**config.mk**
```make
export PLATFORM = sky130hd
export DESIGN_NAME = input_conditioner
export DESIGN_NICKNAME = d
export VERILOG_FILES = /design/src/rtl/input_conditioner.sv
export SDC_FILE = /design/constraint.sdc
export NUM_CORES = 1
export LEC_CHECK = 0
export ABC_AREA = 1
export BUFFER_PORTS_ARGS = -buffer_cell sky130_fd_sc_hd__clkbuf_2
export CAP_MARGIN = 20
export CORE_ASPECT_RATIO = 0.5
export CORE_MARGIN = 5
export CORE_UTILIZATION = 35
export CTS_CLUSTER_DIAMETER = 50
export CTS_CLUSTER_SIZE = 24
export DETAILED_ROUTE_END_ITERATION = 16
export GPL_ROUTABILITY_DRIVEN = 0
export RECOVER_POWER = 25
export SYNTH_ARGS = -nofsm -noshare
export SYNTH_HDL_FRONTEND = slang
export SYNTH_SLANG_ARGS = --single-unit
```
**constraint.sdc**
```tcl
create_clock -name clk -period 3 [get_ports clk]
set_input_delay 0.6 -clock clk [delete_from_list [all_inputs] [get_ports clk]]
set_output_delay 0.6 -clock clk [all_outputs]
set_load 0.02 [all_outputs]
```
**src/rtl/input_conditioner.sv**
```systemverilog
// input_conditioner
// Turns asynchronous board switch/button levels into clean, synchronized
// per-channel levels, plus one-cycle rise/fall pulses on every accepted
// change. Each channel is synchronized through two flops and then debounced:
// a new level is only accepted once the synchronized input has disagreed
// with the current level for DB_CYCLES consecutive cycles.

module input_conditioner #(
    parameter int WIDTH     = 3,
    parameter int DB_CYCLES = 1000000
) (
    input  logic             clk,
    input  logic             R,
    input  logic [WIDTH-1:0] sw_raw,
    output logic [WIDTH-1:0] level,
    output logic [WIDTH-1:0] rise,
    output logic [WIDTH-1:0] fall
);

    // Counter is sized to hold DB_CYCLES, but it never goes past
    // DB_CYCLES-1 because reaching that value on a mismatch accepts the
    // new level and clears the count instead of incrementing.
    localparam int             CW       = (DB_CYCLES > 1) ? $clog2(DB_CYCLES + 1) : 1;
    localparam logic [CW-1:0]  CNT_LAST = CW'(DB_CYCLES - 1);

    logic [WIDTH-1:0] r_s1;
    logic [WIDTH-1:0] r_s2;
    logic [WIDTH-1:0] r_level;
    logic [WIDTH-1:0] r_rise;
    logic [WIDTH-1:0] r_fall;
    logic [CW-1:0]    r_cnt [WIDTH];

    logic [WIDTH-1:0] w_mismatch;
    logic [WIDTH-1:0] w_accept;

    // Two-flop synchronizer on every raw input bit before any other use.
    always_ff @(posedge clk) begin
        if (R) begin
            r_s1 <= '0;
            r_s2 <= '0;
        end else begin
            r_s1 <= sw_raw;
            r_s2 <= r_s1;
        end
    end

    // A channel accepts its new level on the edge where it has already
    // seen DB_CYCLES-1 mismatching cycles and is still mismatching.
    always_comb begin
        w_mismatch = r_s2 ^ r_level;
        w_accept   = '0;
        for (int i = 0; i < WIDTH; i++) begin
            w_accept[i] = w_mismatch[i] && (r_cnt[i] == CNT_LAST);
        end
    end

    // Per-channel debounce counters, accepted levels and edge pulses.
    always_ff @(posedge clk) begin
        if (R) begin
            r_level <= '0;
            r_rise  <= '0;
            r_fall  <= '0;
            for (int i = 0; i < WIDTH; i++) begin
                r_cnt[i] <= '0;
            end
        end else begin
            for (int i = 0; i < WIDTH; i++) begin
                r_rise[i] <= 1'b0;
                r_fall[i] <= 1'b0;
                if (!w_mismatch[i]) begin
                    r_cnt[i] <= '0;
                end else if (w_accept[i]) begin
                    r_level[i] <= r_s2[i];
                    r_rise[i]  <= r_s2[i];
                    r_fall[i]  <= ~r_s2[i];
                    r_cnt[i]   <= '0;
                end else begin
                    r_cnt[i] <= r_cnt[i] + 1'b1;
                end
            end
        end
    end

    assign level = r_level;
    assign rise  = r_rise;
    assign fall  = r_fall;

endmodule

```
==> results of run 1 <==
[flip-flops by register name, indices dropped and copies added (netlist names)]
name / cells
r_cnt: 60
fall: 3
level: 3
r_s1: 3
r_s2: 3
rise: 3
[worst max-delay path by stage]
stage,start,end,slack [ns],cells past startpoint
2_1_floorplan,r_cnt[1][0],r_cnt[1][15],1.48,7
4_1_cts,r_cnt[2][0],r_cnt[2][16],0.87,6
3_5_place_dp,r_cnt[2][0],r_cnt[2][16],0.88,6
5_1_grt,r_cnt[2][0],r_cnt[2][16],0.59,6
3_3_place_gp,r_cnt[2][0],r_cnt[2][9],1.02,6
6_report,r_cnt[2][0],r_cnt[2][16],0.87,6
[power breakdown]
part | switching (mW) | internal, mW
Clock | 0.429 | 0.667
Combinational | 0.0670 | 0.0336
Sequential | 0.0406 | 1.16
Total | 0.537 | 1.86
[final cells by class]
class                   instances  area [um2]
inverters                      52         195
clock buffers                  10         239
flip-flops and latches         75        2100
fillers                      1231        6920
well taps                     165         206
repair buffers                 13        52.6
clock inverters                 6        63.8
multi-input cells             445        2130
[metrics by stage]
step	power (mW)	hold WS [ns]	utilization
6_report	2.40	0.403	0.419
5_1_grt	2.51	0.425	0.419
4_1_cts	2.44	0.409	0.422
3_5_place_dp	1.32	0.400	0.396
3_3_place_gp	1.32	0.395	0.396
2_1_floorplan	1.30	0.388	-
[worst register-to-register path: stages (launching register included)]
cell and delay, ns:
edfxtp_1 0.44, ha_1 0.23, nand3_2 0.13, nor3_1 0.23
nand3_1 0.16, nand2_1 0.54, nor2_1 0.13
[layer usage]
layer	vias to the layer above	GRT usage	routed length, um	part of all wire
met5	-	0	0	0
met4	0	0.0527	182	0.023
met3	16	0.0361	208	0.027
met2	35	0.207	3620	0.46
met1	1488	0.135	3780	0.49
li1	1756	-	-	-
[placed cells by master, fill, tap and decap left out, types with 5 or more instances in the layout]
| cell | netlist | final |
|---|---|---|
| xnor2_1 | 17 | 17 |
| nor2_2 | 17 | 16 |
| edfxtp_1 | 60 | 60 |
| xor2_1 | 19 | 19 |
| o21ai_0 | 4 | 5 |
| nor2_4 | 6 | 6 |
| conb_1 | 1 | 60 |
| a21oi_1 | 20 | 20 |
| nand3_1 | 28 | 29 |
| nand2_1 | 123 | 123 |
| nand4_1 | 5 | 5 |
| clkbuf_16 | 0 | 9 |
| nor2_1 | 123 | 124 |
| dfxtp_1 | 15 | 15 |
| inv_1 | 48 | 49 |
| clkbuf_1 | 0 | 10 |
[cells by family (layout without fill, tap and decap cells)]
kind of cell             Yosys count  count (layout)  share of synthesized area
XOR/XNOR                          36              36                     0.0734
other                              1              60                   0.000873
buffers and inverters             58              81                     0.0615
AO/OA/AOI/OAI                     25              25                     0.0291
AND/OR/NAND/NOR                  321             321                      0.337
flip-flops                        75              75                      0.489
adder cells (fa/ha/maj)            3               3                    0.00874
==> impl_metrics.yaml, run 1 <==
synth:
  synthCells: 519
  synth-seq-area-share: 0.489
  synth_top_area_frac: 0.419
  syn_area_per_cell_um2: 8.28
  synthArstFlopShare: 0
  synth_top_area_cell: "edfxtp_1"
  synth_area_leaders: "edfxtp_1 (42%), nand2_1 (11%), nor2_1 (11%), dfxtp_1 (7.0%), inv_1 (4.2%)"
  synth_edf_count: 60
  synth_flop_cell: "edfxtp_1"
  synth_cell_type_count: 31
  yosysWarnings: 0
  synth_area_um2: 4300
  synthTopCellsByCount: "nand2_1 (123), nor2_1 (123), edfxtp_1 (60)"
  ys_seq_elements: 75
setup_path:
  crit_chain: "ha_1 -> nand3_2 -> nor3_1 -> nand3_1 -> nand2_1 -> nor2_1"
  reg2reg_depth: 6
  cp.buffers_inverters: 0
  end_kind: "flop"
  worst_setup_path_start_kind: "flop"
  path_max_fanout: 20
  path_class: "flop to flop"
  r2r_start: "r_cnt[2][0]"
  crit_family: "simple AND/OR/NAND/NOR gates"
  max_stage_delay_ns: 0.54
  ff2ff_setup_slack_ns: 0.87
  slowest_stage: "nand2_1"
  required_ns: 3.06
  critPathArrivalTime_ns: 2.19
  r2r_end: "r_cnt[2][16]"
timing:
  max_freq_mhz: 470
  min_period_over_period: 0.710
  finClkSkew_ns: 0.0111
  hold_viol: 0
  fin_ws_ns: 0.871
  relSlewSlack: 0.546
  layout_min_cycle_time_ns: 2.13
  fin_setup_tns_ns: 0
  tightest_slew_ns: 0.680
  maxSlewViolCount: 0
  rsz0062_at_grt: "no"
  setup_viol: 0
power_and_ir_drop:
  p_leak_nw: 1.88
  ir_drop_v: 0.000218
  power_density_nw_per_um2: 480
finish:
  syn2layout_area_growth_pct: 16.2
  diodes: 0
  finalNetCount: 604
  final_cells: 766
  drive_gt1_frac: 0.0865
  fin_area_um2: 4990
cts:
  tritoncts: "yes"
  cts_made_buffers: 9
  cts_max_path_buffers: 2
  htreeDepth: 3
  clock-root-buffer: "clkbuf_16"
  cts_hold_buffers: 0
  insertion_delay_ns: 0.34
  cts_resized: 0
  post_cts_buffers: 0
  clkTransAtPathRegs_ns: 0.06
  clock-sinks: 75
worst_hold_path:
  worstHoldPathCells: 2
  min_path_type: "flop to flop"
  hp-start: "r_s1[1]"
  hold_path_end: "r_s2[1]"
placed_design:
  dp_cells: 750
  dpl_cell_area_um2: 4720
  port_buffers: 13
  dp_worst_setup_slack_ns: 0.876
  place_hpwl_um: 5920
die:
  die_x_um: 167
  die_area_um2: 14700
  die_y_um: 88.3
  start_util: 0.361
  ioPinCount: 14
  rows: 28
  core_area_um2: 11900
detailed_routing:
  vias: 3295
  dr.pass1.iters: 4
  drt_iter0_markers: 175
  wl_per_cell_um: 10.2
  drt-total-wl_um: 7790
  routed_via_density: 4.30
  post-route-drc-count: 0
  ant_nets: 0
grt:
  grt_overflow: 0
  grt_pass1_wl_um: 14000
  grt_usage: 0.118
  antenna_found_initial: 0
  grt_start_max_net_pins: 21
  first_global_vias: 3307
outcome:
  status: "complete, no violations"
job:
  cap_violations: 0
Note: power is estimated with default switching activity, not from simulation.
==> inputs of run 2 (changes only) <==
- ABC_AREA: 1 -> 0
- clock period: 3 -> 2 ns (I/O delays scaled with it)
==> impl_metrics.yaml, run 2 <==
timing:
  layout_min_cycle_time_ns: 1.91
  maxSlewViolCount: 0
  tightest_slew_ns: 0.535
  fin_setup_tns_ns: 0
  relSlewSlack: 0.643
  finClkSkew_ns: 0.00486
  min_period_over_period: 0.957
  max_freq_mhz: 523
  whs_ns: 0.275
  hold_viol: 0
  setup_viol: 0
setup_path:
  path_max_fanout: 5
  worst_setup_path_start_kind: "flop"
  critical_path.endpoint: "r_cnt[2][3]"
  end_kind: "flop"
  required_ns: 2.09
  r2r_start: "r_cnt[2][10]"
  path_class: "flop to flop"
  ff2ff_setup_slack_ns: 0.09
  reg2reg_depth: 5
  critPathLaunch: "r_cnt[2][10]"
  r2r_end: "r_cnt[2][3]"
  critPathArrivalTime_ns: 2.00
synth:
  synth_area_um2: 3800
  synthTopCellsByCount: "edfxtp_1 (60), nor2_1 (55), nand3_1 (26)"
  synth_flop_cell: "edfxtp_1"
  yosysWarnings: 0
  synth_cell_type_count: 30
  syn_area_per_cell_um2: 10.4
  synth-seq-area-share: 0.553
  yosysMostFrequentCell: "edfxtp_1"
  synthCells: 365
  synth_edf_count: 60
  synth_area_leaders: "edfxtp_1 (47%), dfxtp_1 (7.9%), nor2_1 (5.4%), xnor2_1 (5.3%), xor2_1 (4.2%)"
  synth_top_area_cell: "edfxtp_1"
  synth_top_area_frac: 0.474
  synthArstFlopShare: 0
  ys_seq_elements: 75
detailed_routing:
  post-route-drc-count: 0
  vias: 2858
  drt_iter0_markers: 162
  dr.pass1.iters: 4
  ant_nets: 0
  drt-total-wl_um: 7430
  wl_per_cell_um: 12.2
  routed_via_density: 4.71
finish:
  fin_area_um2: 4760
  final_cells: 607
  syn2layout_area_growth_pct: 25.4
  diodes: 0
  n_fill_cell: 1007
  layout_common_cells: "edfxtp_1 (60), conb_1 (60), nor2_1 (55), nand3_1 (26), buf_4 (25)"
  final_core_utilization: 0.458
  largest_reg_flops: 60
  finalNetCount: 471
  drive_gt1_frac: 0.118
  largest-register: "r_cnt"
job:
  cap_violations: 0
grt:
  grt.busiest_layer: "met2"
  first_global_vias: 2728
  grt_usage: 0.121
  met2_usage: 0.191
  grt_start_max_net_pins: 21
  met3_usage: 0.0445
  use_met1: 0.153
  grt_pass1_wl_um: 12700
  grt_overflow: 0
  antenna_found_initial: 0
cts:
  tritoncts: "yes"
  cts_hold_buffers: 0
  cts_max_path_buffers: 2
  clock-sinks: 75
  clkTransAtPathRegs_ns: 0.06
  cts_made_buffers: 9
  insertion_delay_ns: 0.33
  htreeDepth: 3
  clock-root-buffer: "clkbuf_16"
outcome:
  status: "complete, no violations"
power_and_ir_drop:
  ir_drop_v: 0.000388
  p_leak_nw: 1.65
  power_density_nw_per_um2: 752
placed_design:
  port_buffers: 13
  place_hpwl_um: 5230
  dpl_cell_area_um2: 4420
  dp_cells: 591
die:
  ioPinCount: 14
  start_util: 0.365
  die_y_um: 83.7
  rows: 26
  die_area_um2: 13200
  core_area_um2: 10400
  die_x_um: 157
worst_hold_path:
  min_path_type: "primary input to flop"
-- run 2: area by class of cell --
| class | instances | area, um2 | share of cell area |
|---|---|---|---|
| clock buffers | 12 | 289 | 0.0607 |
| clock inverters | 3 | 16.3 | 0.00341 |
| inverters | 9 | 33.8 | 0.00709 |
| multi-input cells | 328 | 1880 | 0.394 |
| flip-flops and latches | 75 | 2100 | 0.441 |
| well taps | 140 | 175 | 0.0368 |
| repair buffers | 40 | 272 | 0.0570 |
-- run 2: metal layers --
metal	share of wire	up-vias
li1	-	1481
met1	0.49	1342
met2	0.47	27
met3	0.029	8
met4	0.010	0
met5	0	-
-- run 2: worst min path at each step --
stage	cells after the start	to	start
finish	2	r_s1[1]	sw_raw[1]
global placement	1	r_s2[0]	r_s1[0]
detailed placement	1	r_s2[0]	r_s1[0]
CTS	2	r_s1[1]	sw_raw[1]
floorplan	1	r_s2[0]	r_s1[0]
global route	2	r_s1[1]	sw_raw[1]
-- run 2: what timing repair did --
item	in CTS	in global routing
endpoints found under the setup margin	0	23
gates resized for setup	0	12
buffers inserted	0	0
-- run 2: report_power, final --
part | leakage, nW | switching [mW] | internal, mW
Clock | 0.155 | 0.613 | 1.01
Sequential | 0.741 | 0.0574 | 1.74
Combinational | 0.753 | 0.0879 | 0.0679
-- run 2: critical path, cell delays in order, from the launching register on --
cell	delay, ns
edfxtp_1	0.38
or3b_1	0.41
or4_4	0.45
o21ai_4	0.19
buf_4	0.17
nor2_1	0.05
-- run 2: cell families (layout without fill, tap and decap cells) --
family          count (synthesis)  count (layout)  share of synthesized area
compound gates                 41              41                     0.0573
xor+xnor                       41              41                     0.0945
fa+ha+maj                       3               3                    0.00988
buf+inv                        21              64                     0.0214
flops                          75              75                      0.553
other cells                     1              60                   0.000987
simple gates                  183             183                      0.263
-- run 2: stage by stage --
stage / setup WS (ns) / total power, mW
3_5_place_dp: 0.0582 / 1.98
6_report: 0.0865 / 3.58
2_1_floorplan: 0.00402 / 1.92
5_1_grt: -0.00258 / 3.74
4_1_cts: 0.0385 / 3.62
3_3_place_gp: 0.0862 / 1.98
